--- src/rtl/jtframe_sdram_arb_pkg.sv ---
`default_nettype none
// +----------------------------------------------------------------------+
// | jtframe_sdram_arb_pkg                                                |
// | Shared types and default widths for the SDRAM ROM-slot arbiter.      |
// | Revision: 1.0                                                        |
// +----------------------------------------------------------------------+
package jtframe_sdram_arb_pkg;

   localparam int DEF_AW = 22;
   localparam int DEF_DW = 32;

   typedef enum logic [1:0] {
      IDLE     = 2'd0,
      WAIT_ACK = 2'd1,
      WAIT_RDY = 2'd2
   } state_t;

endpackage
`default_nettype wire

--- src/rtl/jtframe_rr_pick.sv ---
`default_nettype none
// +----------------------------------------------------------------------+
// | jtframe_rr_pick                                                      |
// | Combinational round-robin picker: rotate the request vector so the   |
// | slot after 'last' sits at bit 0, take the lowest set bit, and map    |
// | the result back to an absolute slot index.                           |
// | Revision: 1.0                                                        |
// +----------------------------------------------------------------------+
module jtframe_rr_pick #(
   parameter int N  = 4,
   parameter int LW = $clog2(N)
)(
   input  logic [N-1:0]  req,
   input  logic [LW-1:0] last,
   output logic          any,
   output logic [LW-1:0] gnt
);

   logic [N-1:0]  rot;
   logic [LW-1:0] start;
   logic [LW-1:0] offs;
   int            idx;
   int            sum;

   // Rotate, priority-encode and unrotate in one combinational pass
   always_comb begin
      start = (int'(last) >= N-1) ? '0 : last + 1'b1;
      rot   = '0;
      idx   = 0;
      for (int k = 0; k < N; k++) begin
         idx = int'(start) + k;
         if (idx >= N) idx = idx - N;
         rot[k] = req[idx];
      end
      any  = |req;
      offs = '0;
      for (int k = N-1; k >= 0; k--) begin
         if (rot[k]) offs = LW'(k);
      end
      sum = int'(start) + int'(offs);
      if (sum >= N) sum = sum - N;
      gnt = LW'(sum);
   end

endmodule
`default_nettype wire

--- src/rtl/jtframe_sdram_arb.sv ---
`default_nettype none
// +----------------------------------------------------------------------+
// | jtframe_sdram_arb                                                    |
// | Shares one SDRAM read port between SLOTS ROM requesters. Each slot   |
// | owns a one-word tag cache; only misses generate SDRAM traffic.       |
// | Grants are round-robin, refresh is allowed while idle, and the ROM   |
// | download invalidates the caches and blocks new grants.               |
// | Revision: 1.0                                                        |
// +----------------------------------------------------------------------+
module jtframe_sdram_arb
   import jtframe_sdram_arb_pkg::*;
#(
   parameter int SLOTS = 4,
   parameter int AW    = DEF_AW,
   parameter int DW    = DEF_DW
)(
   input  logic                clk,
   input  logic                rst,
   input  logic                downloading,
   input  logic [SLOTS-1:0]    slot_cs,
   input  logic [SLOTS*AW-1:0] slot_addr,
   output logic [SLOTS-1:0]    slot_ok,
   output logic [SLOTS*DW-1:0] slot_dout,
   output logic                sdram_req,
   output logic [AW-1:0]       sdram_addr,
   input  logic                sdram_ack,
   input  logic                data_rdy,
   input  logic [DW-1:0]       data_read,
   output logic                refresh_en
);

   localparam int LW = $clog2(SLOTS);

   state_t            state;
   state_t            state_nx;
   logic [SLOTS-1:0]  valid;
   logic [SLOTS-1:0]  hit;
   logic [SLOTS-1:0]  pending;
   logic [AW-1:0]     tag  [SLOTS];
   logic [DW-1:0]     data [SLOTS];
   logic [LW-1:0]     last_grant;
   logic [LW-1:0]     gnt;
   logic [LW-1:0]     pick;
   logic              pick_any;
   logic              grant_now;
   logic              store;
   logic              discard;
   logic [AW-1:0]     cap_addr;
   logic [AW-1:0]     pick_addr;

   // Per-slot hit detection and cache outputs
   for (genvar i = 0; i < SLOTS; i++) begin : g_slot
      assign hit[i]                 = valid[i] & (tag[i] == slot_addr[i*AW +: AW]);
      assign pending[i]             = slot_cs[i] & ~hit[i];
      assign slot_ok[i]             = slot_cs[i] & hit[i];
      assign slot_dout[i*DW +: DW]  = data[i];
   end

   jtframe_rr_pick #(
      .N    (SLOTS),
      .LW   (LW)
   ) u_pick (
      .req  (pending),
      .last (last_grant),
      .any  (pick_any),
      .gnt  (pick)
   );

   assign pick_addr = slot_addr[int'(pick)*AW +: AW];

   // State register
   always_ff @(posedge clk or posedge rst) begin
      if (rst) state <= IDLE;
      else     state <= state_nx;
   end

   // Next state, grant and cache-store decisions
   always_comb begin
      state_nx  = state;
      grant_now = 1'b0;
      store     = 1'b0;
      case (state)
         IDLE: begin
            if (!downloading && pick_any) begin
               grant_now = 1'b1;
               state_nx  = WAIT_ACK;
            end
         end
         WAIT_ACK: begin
            // ack and rdy together complete the whole transaction at once
            if (sdram_ack) begin
               if (data_rdy) begin
                  store    = 1'b1;
                  state_nx = IDLE;
               end else begin
                  state_nx = WAIT_RDY;
               end
            end
         end
         WAIT_RDY: begin
            if (data_rdy) begin
               store    = 1'b1;
               state_nx = IDLE;
            end
         end
         default: state_nx = IDLE;
      endcase
   end

   // Request port, cache contents, refresh permission and discard flag
   always_ff @(posedge clk or posedge rst) begin
      if (rst) begin
         sdram_req  <= 1'b0;
         sdram_addr <= '0;
         cap_addr   <= '0;
         gnt        <= '0;
         last_grant <= LW'(SLOTS-1);
         refresh_en <= 1'b1;
         discard    <= 1'b0;
         valid      <= '0;
         for (int i = 0; i < SLOTS; i++) begin
            tag[i]  <= '0;
            data[i] <= '0;
         end
      end else begin
         if (grant_now) begin
            sdram_req  <= 1'b1;
            sdram_addr <= pick_addr;
            cap_addr   <= pick_addr;
            gnt        <= pick;
            last_grant <= pick;
         end
         if (state == WAIT_ACK && sdram_ack) sdram_req <= 1'b0;

         refresh_en <= (state == IDLE) && !grant_now;

         if (state == IDLE)    discard <= 1'b0;
         else if (downloading) discard <= 1'b1;

         // The captured address becomes the tag so a mid-fetch address
         // change can never be reported as a hit on the wrong word
         if (store) begin
            data[gnt]  <= data_read;
            tag[gnt]   <= cap_addr;
            valid[gnt] <= ~(discard | downloading);
         end

         if (downloading) valid <= '0;
      end
   end

endmodule
`default_nettype wire

--- config.mk ---
export PLATFORM = sky130hd
export DESIGN_NAME = jtframe_sdram_arb
export DESIGN_NICKNAME = d
export VERILOG_FILES = /design/src/rtl/jtframe_sdram_arb_pkg.sv /design/src/rtl/jtframe_rr_pick.sv /design/src/rtl/jtframe_sdram_arb.sv
export SDC_FILE = /design/constraint.sdc
export NUM_CORES = 1
export LEC_CHECK = 0
export CORE_ASPECT_RATIO = 0.6
export CORE_MARGIN = 5
export CORE_UTILIZATION = 29
export CTS_BUF_LIST = sky130_fd_sc_hd__clkbuf_8 sky130_fd_sc_hd__clkbuf_16
export CTS_CLUSTER_DIAMETER = 80
export DETAILED_ROUTE_END_ITERATION = 6
export GPL_TIMING_DRIVEN = 0
export HOLD_SLACK_MARGIN = 0.05
export PLACE_DENSITY_LB_ADDON = 0.05
export RECOVER_POWER = 25
export SKIP_CTS_REPAIR_TIMING = 1
export SLEW_MARGIN = 20
export SYNTH_ARGS = -nofsm -noshare
export SYNTH_HDL_FRONTEND = slang
export SYNTH_SLANG_ARGS = --single-unit
--- constraint.sdc ---
create_clock -name clk -period 8.5 [get_ports clk]
set_input_delay 1.7 -clock clk [delete_from_list [all_inputs] [get_ports clk]]
set_output_delay 1.7 -clock clk [all_outputs]
set_load 0.01 [all_outputs]
==> results.ini <==
[clock_tree]
clock_sinks=251
clockBufferDepth=3
cts_tree=done
h-tree-depth=1
clk-insertion-delay-late_ns=0.55
cts_buffers=27
cts_root_buf=clkbuf_16
clkTransAtPathRegs_ns=0.06

[critical_path]
cp-end-kind=flop
criticalPathCategory=input pin to flop
worst_setup_path_start_kind=input pin
slowest_stage=clkbuf_1
crit_path_cell_trace=clkdlybuf4s50_1, xor2_1, nor4_1, nand4_1, o21ai_0, nand2b_1, a22oi_1, o211ai_1, ha_1, buf_1, clkbuf_1, mux4_2, mux2_2
crit_required_ns=8.93
cp_max_fo=10
crit_path_max_incr_delay_ns=0.77
cp_data_arrival_time_ns=6.55
critical-path-top-delay-family=buffers and inverters
critPathBufInv=3

[detailed_routing]
vias_per_cell=4.61
drcViolationCount=0
ant_nets=0
finalWirelength_um=37800
drt-pass1-iter-count=4
first_iter_violations=364
num_vias=7410
avgRoutedWirePerCell_um=23.5

[synth]
synth_top_area_cell=dfrtp_1
syn-num-nets=884
synth_edf_count=0
yosysWarnings=0
ys_async_sr_fraction_pct=100
yosysSeqAreaShare_pct=56.5
ys.flop_type=dfrtp_1
yosysUniqueCellTypes=42
syn_area_sq_um=11100
yosys-top-cells-area=dfrtp_1 56%, mux2_2 24%, xnor2_1 4.8%
post-synth-top-count-cell=dfrtp_1
syn_inst=750
synth_commonest_cells=248 x dfrtp_1, 240 x mux2_2, 61 x xnor2_1, 29 x clkbuf_1, 28 x xor2_1
syn_avg_cell_area_sq_um=14.8
ys_seq_elements=251
synth_top_area_share_pct=55.7

[floorplan]
rows=55
die_x_um=263
core_area_sq_um=37800
die_y_um=162
boundaryPins=285
start_util_pct=29.5
die_area_sq_um=42500

[layout]
nFillCells=3545
num_antenna_cells=0
register_area_sq_um=6280
multi_input_area_sq_um=4680
area_growth_pct=40.3
drive_above_1_share_pct=29.4
nets=1207
fin_util_pct=41.3

[sta]
final-setup-viol-count=0
slew_headroom_pct=-10.1
fmax_ghz=0.163
slew_viol_final=28
hold_viol_final=0
fin_tns_setup_ns=0
layout_min_cycle_time_ns=6.12
fin_crit_sh_pct=72.0
tightest_slew_ns=1.65
clock_skew_ns=0.0114
rsz0062_at_grt=no

[pwr]
ir_drop_uv=232
p_per_area_nw_per_um2=393
power_w=0.00614
p_leak_nw=6.57

[hold_path]
hp-class=flop to flop

[placed_design]
gp_congestion=0.789
dp_hpwl_um=29200
portBuffers=284

[global_route]
grt_overflow=0
grt_first_pass_wirelength_um=55600
grt_max_degree=30
antenna_found_initial=0
grt_pass1_vias=7818
grt_use_total_pct=17.4

[run_status]
outcome=complete, but fails checks
violations=max-capacitance violations, max-slew violations

[flow_run]
drv_cap=1

report_power, final:
part           leakage, nW  switching, W  internal (W)  total (W)
clock                0.474      0.000506      0.000720    0.00123
sequential            3.20      0.000364       0.00173    0.00210
combinational         2.90       0.00120       0.00162    0.00281
total                 6.57       0.00207       0.00407    0.00614
sequential cells by signal (all words and copies together), names as in the netlist:
name        flops
cap_addr       22
discard         1
gnt             2
last_grant      2
refresh_en      1
sdram_req       1
slot_dout     128
state           2
tag            88
valid           4
routing by layer:
layer	wire length [um]	GRT usage, %	up-vias
met2	17000	26.9	149
met4	530	2.62	0
met1	18400	26.0	3874
li1	-	-	3345
met3	1900	3.56	42
met5	0	0	-
layout make-up:
cell class | count | area share [%]
buffer | 33 | 0.897
clock buffer | 33 | 4.85
clock inverter | 16 | 0.985
inverter | 8 | 0.200
multi-input combinational | 458 | 30.0
sequential | 251 | 40.2
tap | 513 | 4.11
timing repair buffer | 294 | 18.8
final timing paths:
| kind | from | endpoint | slack [ns] | cells past startpoint |
|---|---|---|---|---|
| max in group asynchronous | rst | tag[28]$_DFFE_PP0P_ | 3.19 | 5 |
| setup reg to reg | tag[39]$_DFFE_PP0P_ | cap_addr[12]$_DFFE_PP0P_ | 3.59 | 12 |
| min in group asynchronous | rst | slot_dout[126]$_DFFE_PP0P_ | 1.66 | 2 |
| hold reg to reg | slot_dout[72]$_DFFE_PP0P_ | slot_dout[72]$_DFFE_PP0P_ | 0.50 | 1 |
| hold / removal | slot_dout[72]$_DFFE_PP0P_ | slot_dout[72]$_DFFE_PP0P_ | 0.50 | 1 |
| setup / recovery | slot_addr[61] | cap_addr[12]$_DFFE_PP0P_ | 2.38 | 13 |
worst register-to-register path, delay by kind of cell (launching register included):
kind / cells / cell delay, ns
buffers and inverters: 2 / 1.17
xor gates and xnor gates: 1 / 0.18
DFF: 1 / 0.39
AOI/OAI and AO/OA: 3 / 1.01
adders and majority gates: 1 / 0.29
muxes: 2 / 0.72
and+or+nand+nor: 3 / 1.05
placed cells by master, fill, tap and decap left out, drive strengths merged, types with 2 or more instances in the layout:
| cell type | n |
|---|---|
| mux4 | 22 |
| nand2 | 9 |
| o21a | 2 |
| a211oi | 3 |
| clkinv | 3 |
| xnor2 | 62 |
| o211ai | 2 |
| clkbuf | 69 |
| nor4 | 9 |
| or2 | 2 |
| nor3b | 2 |
| inv | 15 |
| bufinv | 3 |
| buf | 7 |
| nand3 | 5 |
| nor2 | 22 |
| clkdlybuf4s50 | 282 |
| nand4 | 15 |
| xor2 | 28 |
| ha | 5 |
| dfrtp | 248 |
| o21ai | 6 |
| nor3 | 7 |
| dlygate4sd3 | 2 |
| dfstp | 3 |
| clkinvlp | 3 |
| a21oi | 4 |
| mux2 | 244 |
kinds of logic after synthesis:
group | after synthesis | synth area share (%)
AO/OA/AOI/OAI | 20 | 1.26
XOR/XNOR | 90 | 7.15
adder cells (fa/ha/maj) | 5 | 0.562
buffers and inverters | 41 | 1.52
flip-flops | 251 | 56.5
multiplexers | 267 | 29.5
AND/OR/NAND/NOR | 76 | 3.57
per-stage QoR:
stage	cells	hold slack (ns)	setup slack [ns]	area, sq um
after global routing	1606	0.510	2.10	15600
after CTS	1606	0.506	2.42	15800
final	1606	0.502	2.38	15600
after detailed placement	1557	0.492	1.83	14800
after global placement	1547	0.488	1.18	14600
after floorplan	750	0.480	3.50	11100
Note: power is estimated with default switching activity, not from simulation.
